`src/rtl/spi_cmd_ctrl.sv`:
```
// SPI command decoder: turns {rw,addr} + data bytes from an SPI slave into register bus requests.
// Optional macro SPI_CMD_ADDR_INC_EN enables address auto-increment after each completed access.
module spi_cmd_ctrl #(
  parameter int ADDR_W  = 7,
  parameter int TMO_CYC = 255
) (
  input  logic              clk,
  input  logic              rstn,
  input  logic              cs,
  input  logic [7:0]        rx_data,
  input  logic              rx_valid,
  output logic [7:0]        tx_data,
  output logic [ADDR_W-1:0] reg_addr,
  output logic [7:0]        reg_wdata,
  output logic              reg_req,
  output logic              reg_wr,
  input  logic [7:0]        reg_rdata,
  input  logic              reg_ack,
  output logic              err
);

  localparam int CW = $clog2(TMO_CYC + 1);

  typedef enum logic [2:0] {IDLE, CMD, WDAT, WREQ, RREQ, RDAT} state_t;

  state_t            state, nstate;
  logic              cs_s1, cs_s2, cs_q;
  logic [1:0]        fill;
  logic              armed, eof;
  logic              fstart, frise;
  logic [CW-1:0]     tmo_cnt, n_cnt;
  logic              tmo_hit;
  logic [ADDR_W-1:0] addr_nxt, n_addr;
  logic [7:0]        n_tx, n_wdata;
  logic              n_req, n_wr, n_err, n_eof;

  // armed only rises once a real synced high has been seen, so a cs held low
  // across reset release is not mistaken for a frame start
  always_ff @(posedge clk or negedge rstn) begin
    if (!rstn) begin
      cs_s1 <= 1'b1;
      cs_s2 <= 1'b1;
      cs_q  <= 1'b1;
      fill  <= 2'b00;
      armed <= 1'b0;
    end else begin
      cs_s1 <= cs;
      cs_s2 <= cs_s1;
      cs_q  <= cs_s2;
      fill  <= {fill[0], 1'b1};
      armed <= armed | (fill[1] & cs_s2);
    end
  end

  assign fstart  = armed & cs_q & ~cs_s2;
  assign frise   = ~cs_q & cs_s2;
  assign tmo_hit = (tmo_cnt == CW'(TMO_CYC - 1));

`ifdef SPI_CMD_ADDR_INC_EN
  assign addr_nxt = reg_addr + 1'b1;
`else
  assign addr_nxt = reg_addr;
`endif

  always_ff @(posedge clk or negedge rstn) begin
    if (!rstn) begin
      state     <= IDLE;
      tx_data   <= 8'h00;
      reg_addr  <= '0;
      reg_wdata <= 8'h00;
      reg_req   <= 1'b0;
      reg_wr    <= 1'b0;
      err       <= 1'b0;
      tmo_cnt   <= '0;
      eof       <= 1'b0;
    end else begin
      state     <= nstate;
      tx_data   <= n_tx;
      reg_addr  <= n_addr;
      reg_wdata <= n_wdata;
      reg_req   <= n_req;
      reg_wr    <= n_wr;
      err       <= n_err;
      tmo_cnt   <= n_cnt;
      eof       <= n_eof;
    end
  end

  always_comb begin
    nstate  = state;
    n_tx    = tx_data;
    n_addr  = reg_addr;
    n_wdata = reg_wdata;
    n_req   = reg_req;
    n_wr    = reg_wr;
    n_err   = err;
    n_cnt   = tmo_cnt;
    n_eof   = eof | frise;
    case (state)
      IDLE: if (fstart) begin
        nstate = CMD;
        n_err  = 1'b0;
        n_tx   = 8'h00;
        n_eof  = 1'b0;
      end
      CMD: begin
        if (n_eof) nstate = IDLE;
        else if (rx_valid) begin
          n_addr = rx_data[ADDR_W-1:0];
          if (rx_data[7]) begin
            nstate = RREQ;
            n_wr   = 1'b0;
            n_req  = 1'b1;
            n_cnt  = '0;
          end else begin
            nstate = WDAT;
          end
        end
      end
      WDAT: begin
        if (n_eof) nstate = IDLE;
        else if (rx_valid) begin
          nstate  = WREQ;
          n_wdata = rx_data;
          n_wr    = 1'b1;
          n_req   = 1'b1;
          n_cnt   = '0;
        end
      end
      RDAT: begin
        if (n_eof) nstate = IDLE;
        else if (rx_valid) begin
          nstate = RREQ;
          n_addr = addr_nxt;
          n_req  = 1'b1;
          n_cnt  = '0;
        end
      end
      WREQ, RREQ: begin
        // a byte arriving while the bus is busy is an overrun and is dropped
        if (rx_valid) n_err = 1'b1;
        if (reg_ack || tmo_hit) begin
          n_req = 1'b0;
          n_cnt = '0;
          if (!reg_ack) n_err = 1'b1;
          if (state == RREQ) begin
            n_tx   = reg_ack ? reg_rdata : 8'hFF;
            nstate = n_eof ? IDLE : RDAT;
          end else begin
            n_addr = addr_nxt;
            nstate = n_eof ? IDLE : WDAT;
          end
        end else begin
          n_cnt = tmo_cnt + 1'b1;
        end
      end
      default: nstate = IDLE;
    endcase
  end

endmodule

```
`config.mk`:
```
export PLATFORM = sky130hd
export DESIGN_NAME = spi_cmd_ctrl
export DESIGN_NICKNAME = d
export VERILOG_FILES = /design/src/rtl/spi_cmd_ctrl.sv
export SDC_FILE = /design/constraint.sdc
export NUM_CORES = 1
export LEC_CHECK = 0
export ABC_AREA = 1
export ABC_CLOCK_PERIOD_IN_PS = 4000
export CAP_MARGIN = 20
export CORE_ASPECT_RATIO = 1.2
export CORE_MARGIN = 3
export CORE_UTILIZATION = 53
export CTS_BUF_LIST = sky130_fd_sc_hd__clkbuf_8 sky130_fd_sc_hd__clkbuf_16
export CTS_CLUSTER_SIZE = 12
export DETAILED_ROUTE_END_ITERATION = 6
export HOLD_SLACK_MARGIN = 0.1
export PLACE_DENSITY = 0.84
export SLEW_MARGIN = 30
export SYNTH_ARGS = -nofsm -noshare
export SYNTH_HDL_FRONTEND = slang
export SYNTH_SLANG_ARGS = --single-unit
```
`constraint.sdc`:
```
create_clock -name clk -period 4 [get_ports clk]
set_clock_uncertainty 0.15 [all_clocks]
set_input_delay 0.6 -clock clk [delete_from_list [all_inputs] [get_ports clk]]
set_output_delay 0.6 -clock clk [all_outputs]
set_load 0.05 [all_outputs]
```
Word level (Yosys, flattened, before mapping)
Index checks and enable logic that the tools add are counted.

cells by class
  eq/ne operators = 19
  reductions and logical operators = 15
  $add $sub $neg = 1
  bitwise logic cells = 9
  mux-type cells = 43

operators by type and width
  operator                                                                count
  8-bit two-way mux                                                       10
  3-bit two-way mux                                                       11
  8-bit one-hot mux with 3 select lines                                   1
  2-bit != test (second input constant)                                   9
  8-bit one-hot mux with 2 select lines                                   1
  1-bit two-way mux                                                       15
  3-bit one-hot mux with 5 select lines                                   1
  6-bit AND reduction                                                     2
  3-bit != test (second input constant)                                   3
  8-bit by 1-bit adder with 8-bit output (second input constant)          1
  8-bit equality test (second input constant)                             1
  7-bit AND reduction                                                     1
  3-bit by 2-bit equality test with 1-bit output (second input constant)  2
  3-bit equality test (second input constant)                             2
  3-bit AND reduction                                                     2
  5-bit AND reduction                                                     1
  1-bit AND                                                               4
  1-bit one-hot mux with 2 select lines                                   2
  4-bit AND reduction                                                     1
  2-bit nonzero test                                                      2
  2-bit OR reduction                                                      2
  3-bit by 1-bit equality test with 1-bit output (second input constant)  1
  3-bit logical NOT                                                       1
  1-bit NOT                                                               3
  other kinds (7)                                                         8

storage, ports and cells
  input bits = 21
  word-level logic and storage cells = 101
  register bits after elaboration = 44

Depth between registers and ports, before layout
Gate-level depths: netlist (run 1).

  depth after elaboration = 7
  gate-level depth with buffers = 9
  mapped depth without buffers = 9

Worst setup path after synthesis (run 1)
OpenSTA, ideal clock, no wires.

  kind = register -> register
  from = register cs_q
  to = register reg_wdata[7]
  data arrival time = 1302 ps
  setup slack = 2426 ps
  buffers on the path = 0
  stages on the path, launching flop included = 10
  required time = 3728 ps
  setup time = 122 ps
  path through = dfstp_2 > inv_1 > nand2_1 > nand2_1 > nor2_1 > inv_2 > nor2_4 > inv_2 > nand2_1 > o21ai_1

on the way
  word-level cells in the longest chain between the ends = 5

RTL lines
  what                           line  text
  start: declaration             27    logic cs_s1, cs_s2, cs_q;
  start signal: assignment       49    cs_q <= cs_s2;
  1-bit NOT                      56    assign frise = ~cs_q & cs_s2;
  1-bit AND                      56
  1-bit bitwise OR               98    n_eof = eof | frise;
  1-bit NOT (no line)            -
  3-bit AND reduction (no line)  -
  end signal: assignment         80    reg_wdata <= n_wdata;
  end: declaration               14    output logic [7:0] reg_wdata,

No other way between the ends.
A chain may end at the register's enable or synchronous reset.

Worst setup path in the final report (run 1)
  from = register state[1]
  to = register tx_data[5]

on the way
  word-level cells in the longest chain between the ends = 4
  elaborated cells between the ends (all ways) = 10

RTL lines
  what                                                                                          line     text
  start: declaration                                                                            26       state_t state, nstate;
  start signal: assignment                                                                      77       state <= nstate;
  3-bit equality test / 3-bit by 2-bit equality test with 1-bit output (equally long branches)  99, 146
  2-bit OR reduction                                                                            99       case (state)
  2-bit != test (no line) / 2-bit nonzero test (equally long branches)                          -
  4-bit AND reduction (no line)                                                                 -
  end signal: assignment                                                                        78       tx_data <= n_tx;
  end: declaration                                                                              12       output logic [7:0] tx_data,

Several ways; a longest one is shown, not always the timed one.

==> results.tsv, run 1 <==
stage	metric	value	unit
timing	Achievable Freq	441.2	MHz
synthesis	Ys Warns	0	
power	Sw Pwr	940.0	µW
global_route	vias in the first global route	1783	
routing	vias per cell	5.205	
clock_network	clk_lat worst skew	0.29	ns
placement	pre-CTS setup slack	1.679	ns
routing	DRC viols	0	
finish	diode count	0	
synthesis	Cell variety after synth	29	
timing	setup_tns	0	ns
power	PD cells	733.0	mW/mm²
floorplan	die area	0.004673	mm²
routing	final wirelength	4450	µm
synthesis	synthesized area	0.002059	mm²
worst_setup_path	Crit. End Element	flip-flop	
power	clock share of power	14.4	%
floorplan	Die W	62.91	µm
routing	number of routed nets with antenna violations	0	
clock_network	clock slew seen by the registers of the worst setup and hold paths	0.08	ns
placement	placed cell area	0.002552	mm²
global_route	largest net degree at the start of global routing	45	
finish	final net count	322	
finish	most common cell after layout, fill and taps aside	nand2_1	
timing	Slew Viols, Final	0	
timing	Final min period	2.266	ns
timing	final setup fails	0	
routing	detailed-route wire length per cell	12.64	µm
power	Seq pwr share	33.8	%
hold_path	min-delay worst type	input pin to asynchronous set/reset pin	
clock_network	H-tree depth	2	
timing	relative max-transition margin	52.63	%
clock_network	CTS Hold Bufs	0	
run_status	run status	complete, no violations	
floorplan	Initial Util	55.76	%
finish	synthesis-to-finish area growth	28.43	%
timing	RSZ-0062 raised after global routing	no	
routing	Initial DRC Count	190	
timing	final worst setup slack	1.734	ns
synthesis	syn nets	273	
clock_network	CTS Buffer Depth	2	
worst_setup_path	kind of critical path	flip-flop to flip-flop	
finish	design area	0.002645	mm²
floorplan	I/O pin cnt	47	
timing	period utilization	56.66	%
synthesis	post-synthesis sequential area ratio	53.65	%
clock_network	post_cts resized	0	
worst_setup_path	Setup crit start kind	flip-flop	
clock_network	CTS tree	done	
finish	layout cells sized above 1	8.333	%
routing	1st-pass router iterations	4	
global_route	gr usage total	20.26	%
run	Max Cap Viol	0	
global_route	first-pass GRT wire length	7486	µm
synthesis	Synth Instances	250	
floorplan	CORE AREA	0.003694	mm²
placement	IO Port Bufs	46	
floorplan	die height	74.29	µm
worst_setup_path	WP data required	4.08	ns
clock_network	Num CTS Buffers	5	
global_route	global route overflow	0	
power	Leak	1.281	nW
routing	vias	1832	
placement	routability cong.	0.9115	
floorplan	row cnt	24	
power	sw frac	48.48	%
synthesis	Yosys reg bits	44	
synthesis	Avg Inst Size Synth	8.238	µm²
global_route	initial antenna violation count	0	
clock_network	clock sink count	44	
power	Comb pwr share	51.8	%
worst_setup_path	crit path DAT	2.35	ns
power	Power Internal	998.8	µW
timing	final hold vios	0	
timing	slew of the pin with the lowest slew margin	0.7080	ns
clock_network	post-CTS setup buffer count	0	
clock_network	CTS root buf	clkbuf_8	
finish	most frequent cells in the layout	90 x nand2_1, 45 x clkdlybuf4s50_1, 41 x dfrtp_1	
placement	DP Wirelength	3199	µm
worst_setup_path	CP max FO	13	
power	Max IR drop VDD	0.5555	mV
-- critical path: stages (launching register included) --
cell,delay [ns]
dfrtp_1,0.47
nor2_1,0.59
nand3_1,0.51
nand3_2,0.33
nand2_1,0.09
nand2_1,0.07
-- sequential cells by signal (all words and copies together) (netlist names), 2 cells and up --
register,flops
reg_wdata,8
tx_data,8
tmo_cnt,8
reg_addr,7
state,3
fill,2
-- synthesized netlist by cell type, drive strengths merged --
cell     n  area share, %
a21o     1           0.36
a21oi    3           0.73
buf      3            1.2
clkbuf   1           0.18
clkinv   1           0.18
conb     1           0.18
dfrtp   41             50
dfstp    3            3.8
ha       2            1.2
inv     17            3.1
nand2   91             17
nand3   17            5.5
nand4   14            4.3
nor2    28            5.7
o211ai   1           0.36
o21ai   22            5.3
o21bai   1           0.36
o22ai    1           0.30
or2      1           0.30
xor2     1           0.43
-- layer usage --
layer  part of all wire, %  wire (µm)  global-route usage, %
met4                  0.94         42                  5.882
met3                   6.1        273                  6.949
met5                     0          0                      0
met1                    44       1961                  23.52
met2                    49       2174                  35.87
-- power by group through the flow --
stage | Sequential [mW] | Clock (mW) | Combinational (mW)
6_report | 0.654 | 0.280 | 1.00
5_1_grt | 0.668 | 0.303 | 1.09
4_1_cts | 0.653 | 0.283 | 1.01
3_5_place_dp | 0.657 | 0 | 1.00
3_3_place_gp | 0.661 | 0 | 0.986
2_1_floorplan | 0.966 | 0 | 0.397
-- layout make-up --
cell class	instances	area, µm²
tap	52	65.06
timing repair buffer	46	457.9
fill	296	1049
inverter	18	67.56
sequential	44	1105
clock inverter	2	7.507
clock buffer	6	82.58
multi-input combinational	184	859.6
-- stage by stage --
stage                     hold slack (ns)  power, mW  cells  util (%)
after detailed placement           0.1897      1.658    344     69.11
after floorplan                    0.1544      1.363    250         -
final                              0.1374      1.939    352     71.61
after global routing               0.1726      2.063    352     71.61
after global placement             0.1834      1.647    344     69.11
after CTS                          0.2072      1.942    352     71.54
-- logic make-up (layout without fill, tap and decap cells) --
logic type / after synthesis / after routing / synth area share (%)
compound gates: 29 / 29 / 7.473
xor+xnor: 1 / 1 / 0.4254
fa+ha+maj: 2 / 2 / 1.215
buf+inv: 22 / 72 / 4.617
flops: 44 / 44 / 53.65
other cells: 1 / 1 / 0.1821
simple gates: 151 / 151 / 32.44
-- final timing paths --
| kind | depth (start not counted) | end | slack [ns] | startpoint |
|---|---|---|---|---|
| setup reg to reg | 5 | tx_data[5]$_DFFE_PN0P_ | 1.73 | state[1]$_DFFE_PN0P_ |
| setup / recovery | 5 | tx_data[5]$_DFFE_PN0P_ | 1.73 | state[1]$_DFFE_PN0P_ |
| hold reg to reg | 0 | fill[1]$_DFF_PN0_ | 0.20 | fill[0]$_DFF_PN0_ |
| max in group asynchronous | 1 | cs_s2$_DFF_PN1_ | 3.18 | rstn |
| hold / removal | 1 | tmo_cnt[7]$_DFFE_PN0P_ | 0.14 | rstn |
| min in group clk | 0 | fill[1]$_DFF_PN0_ | 0.20 | fill[0]$_DFF_PN0_ |
Power figures use the tool's default switching activity.
==> run 2, diff against run 1 <==
--- a/config.mk
+++ b/config.mk
@@ -6,16 +6,16 @@
 export NUM_CORES = 1
 export LEC_CHECK = 0
 export ABC_AREA = 1
-export ABC_CLOCK_PERIOD_IN_PS = 4000
+export ABC_CLOCK_PERIOD_IN_PS = 2100
 export CAP_MARGIN = 20
 export CORE_ASPECT_RATIO = 1.2
 export CORE_MARGIN = 3
-export CORE_UTILIZATION = 53
+export CORE_UTILIZATION = 49
 export CTS_BUF_LIST = sky130_fd_sc_hd__clkbuf_8 sky130_fd_sc_hd__clkbuf_16
 export CTS_CLUSTER_SIZE = 12
 export DETAILED_ROUTE_END_ITERATION = 6
 export HOLD_SLACK_MARGIN = 0.1
-export PLACE_DENSITY = 0.84
+export PLACE_DENSITY = 0.78
 export SLEW_MARGIN = 30
 export SYNTH_ARGS = -nofsm -noshare
 export SYNTH_HDL_FRONTEND = slang
==> constraint.sdc (replaced) <==
create_clock -name clk -period 2.1 [get_ports clk]
set_clock_uncertainty 0.15 [all_clocks]
set_input_delay 0.315 -clock clk [delete_from_list [all_inputs] [get_ports clk]]
set_output_delay 0.315 -clock clk [all_outputs]
set_load 0.05 [all_outputs]
==> results.tsv, run 2 (synthesized netlist as in run 1, its figures left out) <==
stage	metric	value	unit	change
run_status	run status	complete, no violations		
power	Sw Pwr	1.816	mW	+93%
worst_setup_path	slowest CP cell	clkdlybuf4s50_1		
worst_setup_path	crit path launch	reg_addr[4]$_DFFE_PN0P_		
floorplan	die area	0.005020	mm²	+7.4%
clock_network	CTS Hold Bufs	1		+1
worst_setup_path	RR Startpoint	tmo_cnt[0]$_DFFE_PN0P_		
power	Design Power	3.849	mW	+99%
floorplan	I/O pin cnt	47		unchanged
power	PD cells	1417	mW/mm²	+93%
routing	1st-pass router iterations	4		unchanged
placement	routability cong.	0.8879		-2.6%
power	Comb pwr share	51.0	%	-0.8 points
worst_setup_path	kind of critical path	flip-flop to primary output		
timing	slew of the pin with the lowest slew margin	0.5174	ns	-0.1905 ns
timing	Achievable Freq	506.0	MHz	
power	clock share of power	16.3	%	+1.9 points
worst_setup_path	Crit. End Element	primary output		
worst_setup_path	Largest stage delay, worst path	0.82	ns	+0.23 ns
placement	DP Wirelength	3427	µm	+7.1%
finish	Largest regs	reg_wdata: 8 flops, tmo_cnt: 8 flops, tx_data: 8 flops		
timing	Slew Viols, Final	0		unchanged
routing	detailed-route wire length per cell	12.91	µm	+2.1%
hold_path	min-delay worst type	flip-flop to flip-flop		
clock_network	CTS Buffer Depth	2		unchanged
routing	vias	1849		+0.93%
clock_network	clock sink count	44		unchanged
worst_setup_path	Setup crit end	reg_addr[4]		
finish	most common cell after layout, fill and taps aside	nand2_1		
worst_setup_path	R2R setup slack	0.28	ns	-1.45 ns
power	Seq pwr share	32.7	%	-1.1 points
timing	period utilization	94.11	%	
clock_network	post-CTS setup buffer count	0		unchanged
finish	FF+latch area	0.001105	mm²	unchanged
timing	RSZ-0062 raised after global routing	no		
clock_network	Num CTS Buffers	5		unchanged
clock_network	clk_lat worst skew	0.29	ns	about the same
routing	vias per cell	5.150		-1.0%
routing	Initial DRC Count	126		-34%
worst_setup_path	WP data required	1.63	ns	-2.45 ns
timing	setup_tns	0	ns	unchanged
clock_network	clock slew seen by the registers of the worst setup and hold paths	0.08	ns	about the same
routing	number of routed nets with antenna violations	0		unchanged
clock_network	CTS tree	done		
worst_setup_path	CP max FO	2		-11
power	Max IR drop VDD	0.8736	mV	+57%
worst_setup_path	R2R Path End	tx_data[0]$_DFFE_PN0P_		
worst_setup_path	Setup crit start kind	flip-flop		
finish	most frequent cells in the layout	90 x nand2_1, 45 x clkdlybuf4s50_1, 41 x dfrtp_1		
global_route	initial antenna violation count	0		unchanged
timing	Final min period	1.976	ns	
timing	relative max-transition margin	65.50	%	+13 points
floorplan	Die W	65.18	µm	+3.6%
finish	diode count	0		unchanged
worst_setup_path	critical path depth	1		-4
global_route	first-pass GRT wire length	8204	µm	+9.6%
timing	final hold vios	0		unchanged
worst_setup_path	worst path cell trace	clkdlybuf4s50_1		
worst_setup_path	Crit path buffers/inverters	1		+1
routing	final wirelength	4633	µm	+4.1%
power	Power Internal	2.032	mW	+100%
floorplan	row cnt	25		+4.2%
finish	synthesis-to-finish area growth	31.83	%	
floorplan	die height	77.02	µm	+3.7%
power	sw frac	47.19	%	-1.3 points
power	Leak	1.314	nW	+2.5%
routing	DRC viols	0		unchanged
global_route	vias in the first global route	1842		+3.3%
clock_network	H-tree depth	2		unchanged
floorplan	Initial Util	51.44	%	-4.3 points
worst_setup_path	r2r worst-path depth	9		+4
finish	final net count	327		+1.6%
worst_setup_path	CP delay by family, top	buffers and inverters		
floorplan	CORE AREA	0.004004	mm²	+8.4%
finish	Fill cells	372		+26%
clock_network	post_cts resized	0		unchanged
global_route	gr usage total	20.73	%	+0.48 points
finish	layout cells sized above 1	9.836	%	+1.5 points
global_route	global route overflow	0		unchanged
clock_network	CTS root buf	clkbuf_8		
worst_setup_path	crit path DAT	1.51	ns	-0.84 ns
placement	IO Port Bufs	46		unchanged
finish	area of the multi-input gates	859.6	µm²	unchanged
run	Max Cap Viol	0		unchanged
timing	final setup fails	0		unchanged
global_route	largest net degree at the start of global routing	24		-47%
[run 2: cell type report]
type / count / area share [%]
inverters: 18 / 2.488
clock buffers: 5 / 2.535
well taps: 54 / 2.488
repair buffers: 51 / 18.71
clock inverters: 3 / 1.429
flip-flops and latches: 44 / 40.69
multi-input cells: 184 / 31.66
[run 2: power groups by stage]
stage	registers, mW	logic, mW	clock network [mW]
after CTS	1.26	1.98	0.638
after global placement	1.26	1.93	0
after floorplan	1.84	0.757	0
final	1.26	1.96	0.627
after global routing	1.29	2.14	0.669
after detailed placement	1.26	1.96	0
[run 2: per-layer routing]
metal / vias up / wire [µm] / global-route usage (%)
met5: - / 0 / 0
met4: 0 / 76 / 7.884
met3: 9 / 226 / 4.685
met1: 856 / 1993 / 25.51
li1: 925 / - / -
met2: 59 / 2336 / 34.95
[run 2: worst min-delay path by stage]
stage,startpoint,endpoint,slack [ns],cells past startpoint
after floorplan,rstn,armed$_DFF_PN0_,-0.13,0
after global placement,rstn,tmo_cnt[3]$_DFFE_PN0P_,0.17,1
after detailed placement,rstn,tmo_cnt[4]$_DFFE_PN0P_,0.17,1
after CTS,fill[0]$_DFF_PN0_,fill[1]$_DFF_PN0_,0.21,0
after global routing,cs_s1$_DFF_PN1_,cs_s2$_DFF_PN1_,0.22,0
final,fill[0]$_DFF_PN0_,fill[1]$_DFF_PN0_,0.20,0
[run 2: metrics by stage]
stage / instance area [µm²] / std cells / utilization [%] / hold WS [ns] / worst slack, ns
after detailed placement: 2597 / 350 / 64.88 / 0.1713 / 0.1348
after global placement: 2597 / 350 / 64.88 / 0.1657 / 0.2108
final: 2715 / 359 / 67.81 / 0.2029 / 0.1237
after floorplan: 2059 / 250 / - / -0.1306 / 0.5259
after global routing: 2715 / 359 / 67.81 / 0.2176 / 0.09007
after CTS: 2715 / 359 / 67.81 / 0.2054 / 0.1271
